===== config.mk =====
export PLATFORM = sky130hd
export DESIGN_NAME = ps2_move_encoder
export DESIGN_NICKNAME = d
export VERILOG_FILES = /design/src/rtl/ps2_move_encoder_pkg.sv /design/src/rtl/ps2_move_encoder_rx_frame.sv /design/src/rtl/ps2_move_encoder.sv
export SDC_FILE = /design/constraint.sdc
export NUM_CORES = 1
export LEC_CHECK = 0
export ABC_AREA = 1
export BUFFER_PORTS_ARGS = -buffer_cell sky130_fd_sc_hd__buf_4
export CAP_MARGIN = 20
export CORE_MARGIN = 4
export CORE_UTILIZATION = 40
export CTS_CLUSTER_DIAMETER = 40
export DETAILED_ROUTE_END_ITERATION = 8
export SLEW_MARGIN = 10
export SYNTH_ARGS = -nofsm -noshare
export SYNTH_HDL_FRONTEND = slang
export SYNTH_SLANG_ARGS = --single-unit

===== constraint.sdc =====
create_clock -name clock -period 2.3 [get_ports clock]
set_input_delay 0.23 -clock clock [delete_from_list [all_inputs] [get_ports clock]]
set_output_delay 0.23 -clock clock [all_outputs]
set_load 0.02 [all_outputs]

===== src/rtl/ps2_move_encoder_pkg.sv =====
// ps2_move_encoder_pkg: direction codes, scan codes and the key-to-direction map shared by the PS/2 move encoder.
package ps2_move_encoder_pkg;
    localparam logic [1:0] DIR_UP    = 2'd0;
    localparam logic [1:0] DIR_RIGHT = 2'd1;
    localparam logic [1:0] DIR_DOWN  = 2'd2;
    localparam logic [1:0] DIR_LEFT  = 2'd3;

    localparam logic [7:0] SC_E0    = 8'hE0;
    localparam logic [7:0] SC_F0    = 8'hF0;
    localparam logic [7:0] SC_W     = 8'h1D;
    localparam logic [7:0] SC_D     = 8'h23;
    localparam logic [7:0] SC_S     = 8'h1B;
    localparam logic [7:0] SC_A     = 8'h1C;
    localparam logic [7:0] SC_UP    = 8'h75;
    localparam logic [7:0] SC_RIGHT = 8'h74;
    localparam logic [7:0] SC_DOWN  = 8'h72;
    localparam logic [7:0] SC_LEFT  = 8'h6B;

    localparam int FRAME_LEN = 11;

    typedef enum logic [1:0] {ST_IDLE, ST_EXT, ST_BRK, ST_EXT_BRK} scan_state_e;

    typedef struct packed {
        logic       hit;
        logic [1:0] dir;
    } map_t;

    // WASD only maps outside an E0 prefix, arrows only inside one.
    function automatic map_t map_code(input logic [7:0] code, input logic ext);
        map_t m;
        m = '{hit: 1'b1, dir: DIR_UP};
        case ({ext, code})
            {1'b0, SC_W}, {1'b1, SC_UP}:    m.dir = DIR_UP;
            {1'b0, SC_D}, {1'b1, SC_RIGHT}: m.dir = DIR_RIGHT;
            {1'b0, SC_S}, {1'b1, SC_DOWN}:  m.dir = DIR_DOWN;
            {1'b0, SC_A}, {1'b1, SC_LEFT}:  m.dir = DIR_LEFT;
            default:                        m.hit = 1'b0;
        endcase
        return m;
    endfunction
endpackage


===== src/rtl/ps2_move_encoder_rx_frame.sv =====
// ps2_rx_frame: PS/2 device-to-host frame receiver with synchronisers, parity/stop check and a mid-frame watchdog.
module ps2_rx_frame
    import ps2_move_encoder_pkg::*;
#(
    parameter int TIMEOUT_CYCLES = 50000
) (
    input  logic       clock,
    input  logic       reset,
    input  logic       ps2_clk,
    input  logic       ps2_data,
    output logic [7:0] key_code,
    output logic       byte_valid,
    output logic       frame_error
);
    localparam int         WD_W  = $clog2(TIMEOUT_CYCLES + 1);
    localparam logic [3:0] LAST  = 4'(FRAME_LEN - 1);

    logic [1:0]      clk_sync_q, dat_sync_q;
    logic            clk_prev_q;
    logic [3:0]      bit_cnt_q, bit_cnt_d;
    logic [8:0]      shift_q, shift_d;
    logic [WD_W-1:0] wd_q, wd_d;
    logic [7:0]      key_q, key_d;
    logic            bv_q, bv_d, fe_q, fe_d;
    logic            fall, bit_in;

    assign fall   = clk_prev_q & ~clk_sync_q[1];
    assign bit_in = dat_sync_q[1];

    always_comb begin
        bit_cnt_d = bit_cnt_q;
        shift_d   = shift_q;
        wd_d      = wd_q;
        key_d     = key_q;
        bv_d      = 1'b0;
        fe_d      = 1'b0;
        if (fall) begin
            wd_d = '0;
            if (bit_cnt_q == 4'd0) begin
                fe_d      = bit_in;
                bit_cnt_d = bit_in ? 4'd0 : 4'd1;
            end else if (bit_cnt_q == LAST) begin
                bit_cnt_d = 4'd0;
                // shift_q holds D0..D7 in [7:0] and parity in [8]
                if (^shift_q && bit_in) begin
                    key_d = shift_q[7:0];
                    bv_d  = 1'b1;
                end else begin
                    fe_d = 1'b1;
                end
            end else begin
                shift_d   = {bit_in, shift_q[8:1]};
                bit_cnt_d = bit_cnt_q + 4'd1;
            end
        end else if (bit_cnt_q != 4'd0) begin
            if (wd_q == WD_W'(TIMEOUT_CYCLES - 1)) begin
                wd_d      = '0;
                bit_cnt_d = 4'd0;
                fe_d      = 1'b1;
            end else begin
                wd_d = wd_q + 1'b1;
            end
        end
    end

    always_ff @(posedge clock or negedge reset) begin
        if (!reset) begin
            clk_sync_q <= 2'b11;
            dat_sync_q <= 2'b11;
            clk_prev_q <= 1'b1;
            bit_cnt_q  <= 4'd0;
            shift_q    <= '0;
            wd_q       <= '0;
            key_q      <= '0;
            bv_q       <= 1'b0;
            fe_q       <= 1'b0;
        end else begin
            clk_sync_q <= {clk_sync_q[0], ps2_clk};
            dat_sync_q <= {dat_sync_q[0], ps2_data};
            clk_prev_q <= clk_sync_q[1];
            bit_cnt_q  <= bit_cnt_d;
            shift_q    <= shift_d;
            wd_q       <= wd_d;
            key_q      <= key_d;
            bv_q       <= bv_d;
            fe_q       <= fe_d;
        end
    end

    assign key_code    = key_q;
    assign byte_valid  = bv_q;
    assign frame_error = fe_q;
endmodule


===== src/rtl/ps2_move_encoder.sv =====
// ps2_move_encoder: decodes PS/2 make/break/extended scan codes into a held 32-bit direction for the processor.
module ps2_move_encoder
    import ps2_move_encoder_pkg::*;
#(
    parameter int TIMEOUT_CYCLES = 50000,
    parameter int RESET_MOVE     = 1
) (
    input  logic        clock,
    input  logic        reset,
    input  logic        ps2_clk,
    input  logic        ps2_data,
    output logic [31:0] move,
    output logic        move_valid,
    output logic [7:0]  key_code,
    output logic        byte_valid,
    output logic        frame_error
);
    scan_state_e state_q, state_d;
    logic [1:0]  move_q, move_d;
    logic        mv_q, hit;
    map_t        m;

    ps2_rx_frame #(.TIMEOUT_CYCLES(TIMEOUT_CYCLES)) u_rx (
        .clock      (clock),
        .reset      (reset),
        .ps2_clk    (ps2_clk),
        .ps2_data   (ps2_data),
        .key_code   (key_code),
        .byte_valid (byte_valid),
        .frame_error(frame_error)
    );

    always_ff @(posedge clock or negedge reset) begin
        if (!reset) begin
            state_q <= ST_IDLE;
            move_q  <= 2'(RESET_MOVE);
            mv_q    <= 1'b0;
        end else begin
            state_q <= state_d;
            move_q  <= move_d;
            mv_q    <= hit;
        end
    end

    always_comb begin
        state_d = state_q;
        if (byte_valid) begin
            case (state_q)
                ST_IDLE: state_d = key_code == SC_E0 ? ST_EXT : key_code == SC_F0 ? ST_BRK : ST_IDLE;
                ST_EXT:  state_d = key_code == SC_F0 ? ST_EXT_BRK : key_code == SC_E0 ? ST_EXT : ST_IDLE;
                default: state_d = ST_IDLE;
            endcase
        end
    end

    // Break codes fall through BRK/EXT_BRK without ever reaching the map.
    always_comb begin
        m      = map_code(key_code, state_q == ST_EXT);
        hit    = byte_valid && m.hit && key_code != SC_E0 && key_code != SC_F0
                 && (state_q == ST_IDLE || state_q == ST_EXT);
        move_d = hit ? m.dir : move_q;
    end

    assign move       = {30'b0, move_q};
    assign move_valid = mv_q;
endmodule

## After elaboration in Yosys (flattened, before gate mapping)

Index checks and enable logic that the tools add are counted.

| word-level totals | value |
|---|---|
| register bits after elaboration | 49 |
| input port bits | 4 |
| output and inout port bits | 43 |
| logic and storage cells | 78 |

| cells by class | value |
|---|---|
| add/subtract/negate cells | 2 |
| equal/unequal tests | 15 |
| multiplexer cells | 26 |
| bitwise logic cells | 4 |
| reductions and logical operators | 19 |

Operators by type and width:

| kind | number |
|---|---|
| two-way mux 16 bit | 3 |
| == test 9 bit (second input constant) | 4 |
| == test 9 x 5 -> 1 bit (second input constant) | 3 |
| two-way mux 4 bit | 5 |
| adder 16 x 1 -> 16 bit (second input constant) | 1 |
| == test 16 bit (second input constant) | 1 |
| == test 8 bit (second input constant) | 2 |
| inequality test 8 bit (second input constant) | 2 |
| two-way mux 1 bit | 13 |
| == test 9 x 6 -> 1 bit (second input constant) | 1 |
| XOR reduction 9 bit | 1 |
| OR reduction 8 bit | 1 |
| two-way mux 2 bit | 3 |
| one-hot mux 2 bit (3 select lines) | 1 |
| OR reduction 2 bit | 3 |
| logical AND 1 bit | 5 |
| adder 4 x 1 -> 4 bit (second input constant) | 1 |
| == test 4 bit (second input constant) | 1 |
| zero test 4 bit | 1 |
| one-hot mux 2 bit (2 select lines) | 1 |
| AND reduction 4 bit | 1 |
| nonzero test 2 bit | 2 |
| nonzero test 4 bit | 1 |
| inverter 1 bit | 3 |
| 6 further kinds | 6 |

## Longest topological paths before layout

| logic depth | value |
|---|---|
| depth in word-level cells | 8 |
| mapped depth | 11 |
| depth with buffers taken out | 11 |

## Cells and area by module

A second synthesis with hierarchy kept.

| second synthesis, totals | value |
|---|---|
| cell total of the unflattened synthesis | 387 |
| area, all modules | 3150.5 µm² |

By module, submodules not included:

| module | instances | cells an instance | area each (µm²) | seq. area each (µm²) |
|---|---|---|---|---|
| ps2_rx_frame | 1 | 267 | 2408.6 | 1107.3 |
| ps2_move_encoder | 1 | 120 | 742.0 | 126.4 |

## Worst setup path before layout

OpenSTA, ideal clock, no wires.

| path | value |
|---|---|
| path kind | flip-flop to flip-flop |
| from | register u_rx.bit_cnt_q[0] |
| to | register u_rx.wd_q[9] |
| setup time | 0.119 ns |
| arrival | 1.379 ns |
| data required time | 2.181 ns |
| setup slack | 0.802 ns |
| cell stages (with the launch flop) | 10 |
| buffers on the path | 0 |
| period minus slack after synthesis | 1.498 ns |
| path through | dfrtp_1 > inv_1 > ha_1 > nand3_4 > nor2_4 > or2_4 > nor2_4 > nand2_1 > nand2_1 > o21ba_1 |

| on the way | value |
|---|---|
| word-level cells in the longest chain between the ends | 2 |

Ends and longest elaborated chain:

| element | line | source |
|---|---|---|
| from (decl) | ps2_move_encoder_rx_frame.sv:20 | `logic [3:0] bit_cnt_q, bit_cnt_d;` |
| from (signal assigned) | ps2_move_encoder_rx_frame.sv:81 | `bit_cnt_q <= bit_cnt_d;` |
| nonzero test 4 bit | ps2_move_encoder_rx_frame.sv:55 | `end else if (bit_cnt_q != 4'd0) begin` |
| nonzero test 2 bit (no source line) | -- |  |
| to (signal assigned) | ps2_move_encoder_rx_frame.sv:83 | `wd_q <= wd_d;` |
| to (decl) | ps2_move_encoder_rx_frame.sv:22 | `logic [WD_W-1:0] wd_q, wd_d;` |

No other way between the ends.
A chain may end at the register's enable or synchronous reset.

## Worst setup path in the final report

| path | value |
|---|---|
| from | register u_rx.bit_cnt_q[0] |
| to | register u_rx.wd_q[2] |

Same word-level chain as after synthesis.

==> results.md <==
- The run finished with clean final reports.
- The final routed wire length divided by cell count is 10.9 microns.
- The worst path setup slack after routing is 0.548 ns.
- The leading area contributor after synthesis is sky130_fd_sc_hd__dfrtp_1.
- After detailed routing, the total wire length is 5.25 mm.
- The later pin in the worst-skew pair is clocked with a latency of 0.29 ns.
- The starting utilization of the core area is 41.4%.
- The die covers 8490 sq um.
- The number of hold buffers added after CTS is 1.
- Summing internal, switching and leakage power gives 2.41 mW.
- sky130_fd_sc_hd__nand2_1 is the most common cell in the netlist.
- The root buffer cell is sky130_fd_sc_hd__clkbuf_8.
- Counting the buffers created by CTS gives 5.
- The setup path with the least slack is of type flop to flop.
- Including well taps, the total number of placed cells is 471.
- The final design utilization is 44.5%.
- The wire-length estimate of the detail-placed layout is 3.95 mm.
- The total negative slack is 0 ns.
- The weighted congestion at the end of routability-driven global placement is 0.889.
- The critical path contains buffers and inverters numbering 3 combined.
- The wire length of the first global-routing pass is 9.40 mm.
- Net switching is 38.0% of the power.
- The dominant synthesized flop cell is sky130_fd_sc_hd__dfrtp_1.
- The total vias in the final route is 2206.
- Input and output buffers added on the ports amount to 16.
- In this run the post-CTS setup repair buffer count came out at 0.
- Yosys mapped the design onto 35 distinct sky130hd cell types.
- The count of final hold-check violations was 0.
- The ratio of routed vias to standard cells is 4.60.
- The initialized floorplan defines 30 standard-cell rows.
- For this design the total switching power over the nets is 0.915 mW.
- Clock-pin slew was measured on the worst setup and hold paths at 0.08 ns.
- Global routing used 13.5% of the available tracks.
- By area the synthesized netlist is led by sky130_fd_sc_hd__dfrtp_1 (38%), sky130_fd_sc_hd__nand2_1 (13%), sky130_fd_sc_hd__buf_4 (8.0%), sky130_fd_sc_hd__dfstp_2 (5.6%), sky130_fd_sc_hd__inv_1 (5.0%).
- In the final layout, the multi-input gates occupy 1290 sq um.
- The tightest min-delay check is of the input pin to flop type.
- In this run the deepest clock path goes through 2 buffers.
- The number of gates resized after CTS was 0.
- The total of endpoints with negative setup slack in the final report is 0.
- CTS saw 49 sinks.
- The async set-or-reset flop fraction in the synthesized netlist is 100%.
- The die outline height is 92.1 microns.
- Setup repair after global routing left no endpoint under its margin.
- For this design the static power due to leakage is 1.54 nW.
- The number of warning messages in the yosys log is 0.
- In this design, the stage delay of the slowest critical-path cell is 0.41 ns.
- In this run the worst path has a maximum fanout of 12.
- The die outline width is 92.1 microns.
- In the finished design, the share of the clock period the worst path needs comes to 76.2%.
- The synthesized netlist occupies a cell area of 2830 sq um.
- The footprint of the flip-flops and latches is 1230 sq um.
- The share of the synthesized area in the top cell type is 38.0%.
- The fmax is 571 MHz.
- The via count of the first global-routing pass was 2107.
- The final-layout fill cell count is 706.
- The transition at the pin with the smallest max-transition slack is 0.614 ns.
- Before CTS, the worst setup slack after placement is 0.571 ns.
- The share of total power dissipated in the clock network is 21.2%.
- The power per standard cell area is 793 nW/um^2.
- The power share of the sequential group is 46.8%.
- The smallest clock period supported by the final layout is computed as 1.75 ns.
- The cell occurring most often along the worst timing path is sky130_fd_sc_hd__inv_2.
- The signal on the critical path passes through inv_1 > ha_1 > nand3_4 > nor2_4 > inv_2 > nand2_2 > inv_2 > a211oi_1.
- The final worst clock skew is 0.00779 ns.
- The worst slew margin relative to its limit is 59.0%.
- The total count of max-transition violations in the final report came to 0.
- The initial antenna violation count is 0.
- The kind of capture point of the worst setup path is a flop.
- The internal portion of the total power is 1.49 mW.
- The arrival time reported for the critical path endpoint is 1.95 ns.
- In the synthesized netlist, the number of instances is 362.
- The leftover overflow at the end of global routing is 0.
- The first-pass iteration count of the detailed router is 4.
- The family of cells with the greatest summed delay on the critical path is simple AND/OR/NAND/NOR gates.
- The data required time at the worst endpoint is 2.49 ns.
- The placeable core region is 6830 sq um.
- The per-instance average area after synthesis is 7.82 sq um.
- The nature of the critical path startpoint is a flop.
- Counting flops with a built-in enable in the synthesized netlist gives 0.
- After the last flow step, the layout net total stands at 391.
- In this run the remaining antenna-violating nets after routing total 0.
- The number of primary I/O pins is 47.
- CTS built an H-tree with a depth of 2.
- The max capacitance violation total is 0.
- The flip-flop and latch count after synthesis is 49.
- Compared with the post-synthesis result, the final layout area differs by 7.34%.
- For this run, the register share of the synthesized area comes to 43.6%.
- The part of the total power dissipated in combinational logic is 32.0%.
- The pin count of the biggest net entering global routing is 50.
- The finished layout holds 480 standard cells, fillers aside.
- The diode insertion count for antenna repair is 0.
- The DRC marker count from the first detailed-route iteration is 111.
- The commonest cells after synthesis are sky130_fd_sc_hd__nand2_1 (100), sky130_fd_sc_hd__dfrtp_1 (43), sky130_fd_sc_hd__inv_1 (38).
- For this run, design rule violations remaining after detail routing come to 0.
- The share of post-route cells with drive strength above 1 is 13.8%.
- Across the VDD grid, the largest voltage drop is 393 uV.
- The CTS tree is done.
- Among all stages on the critical path, the largest delay is contributed by sky130_fd_sc_hd__dfrtp_1.
==> cells in the final DEF, fill, tap and decap left out, drive strengths merged, types with 2 or more instances in the layout <==
cell type,Yosys,final
nand2,103,103
xor2,4,4
nand4,8,8
clkbuf,0,8
a21oi,9,9
nor3,6,6
buf,32,16
dfstp,6,6
ha,4,4
conb,1,30
nand3,30,30
inv,45,45
nor2,35,35
xnor2,2,2
o21ai,25,25
o21bai,2,2
dfrtp,43,43
==> area by class of cell <==
cell class | count | share of cell area [%]
Tap cell | 96 | 3.95
Timing Repair Buffer | 17 | 4.28
Clock buffer | 8 | 2.96
Inverter | 46 | 5.68
Multi-Input combinational cell | 264 | 42.5
Sequential cell | 49 | 40.6
==> sequential cells by signal, summed over array words and instances, names as in the netlist, 2 cells and up <==
name / flops
u_rx.wd_q: 16
u_rx.shift_q: 9
u_rx.key_code: 8
u_rx.bit_cnt_q: 4
move_q: 2
state_q: 2
u_rx.clk_sync_q: 2
u_rx.dat_sync_q: 2
==> path summary, 6_finish.rpt <==
kind	start	to	slack [ns]	cells after the start
max in group asynchronous	reset	u_rx.wd_q[14]	1.39	2
setup / recovery	u_rx.bit_cnt_q[0]	u_rx.wd_q[2]	0.55	8
min in group asynchronous	reset	u_rx.shift_q[8]	0.49	2
hold / removal	ps2_clk	u_rx.clk_sync_q[0]	0.04	1
hold reg to reg	u_rx.dat_sync_q[0]	u_rx.dat_sync_q[1]	0.36	0
setup reg to reg	u_rx.bit_cnt_q[0]	u_rx.wd_q[2]	0.55	8
==> layer usage <==
metal	part of all wire, %	global-route usage, %
met5	0	0
met4	0.84	3.34
met3	5.0	3.28
met2	47	22.7
met1	47	17.4
==> cells by family (layout without fill, tap and decap cells) <==
| logic type | count (synthesis) | count (layout) | share of synthesized area, % |
|---|---|---|---|
| AOI/OAI and AO/OA | 40 | 40 | 7.91 |
| xor gates and xnor gates | 6 | 6 | 1.86 |
| adders and majority gates | 4 | 4 | 1.77 |
| buffers and inverters | 78 | 71 | 14.6 |
| DFF | 49 | 49 | 43.6 |
| other | 1 | 30 | 0.132 |
| and+or+nand+nor | 184 | 184 | 30.1 |
==> power by group through the flow <==
| stage | clock [mW] | sequential, mW | combinational, mW |
|---|---|---|---|
| 6_report | 0.512 | 1.13 | 0.770 |
| 5_1_grt | 0.575 | 1.16 | 0.897 |
| 4_1_cts | 0.542 | 1.13 | 0.781 |
| 3_5_place_dp | 0 | 1.15 | 0.775 |
| 3_3_place_gp | 0 | 1.14 | 0.760 |
| 2_1_floorplan | 0 | 1.12 | 0.672 |
==> per-stage QoR <==
| step | hold slack (ns) | area, sq um |
|---|---|---|
| final | 0.0419 | 3040 |
| after CTS | 0.0298 | 3040 |
| after global routing | 0.0203 | 3040 |
| after global placement | 0.289 | 2940 |
| after floorplan | -0.0656 | 2940 |
| after detailed placement | 0.294 | 2940 |
Note: power is estimated with default switching activity, not from simulation.
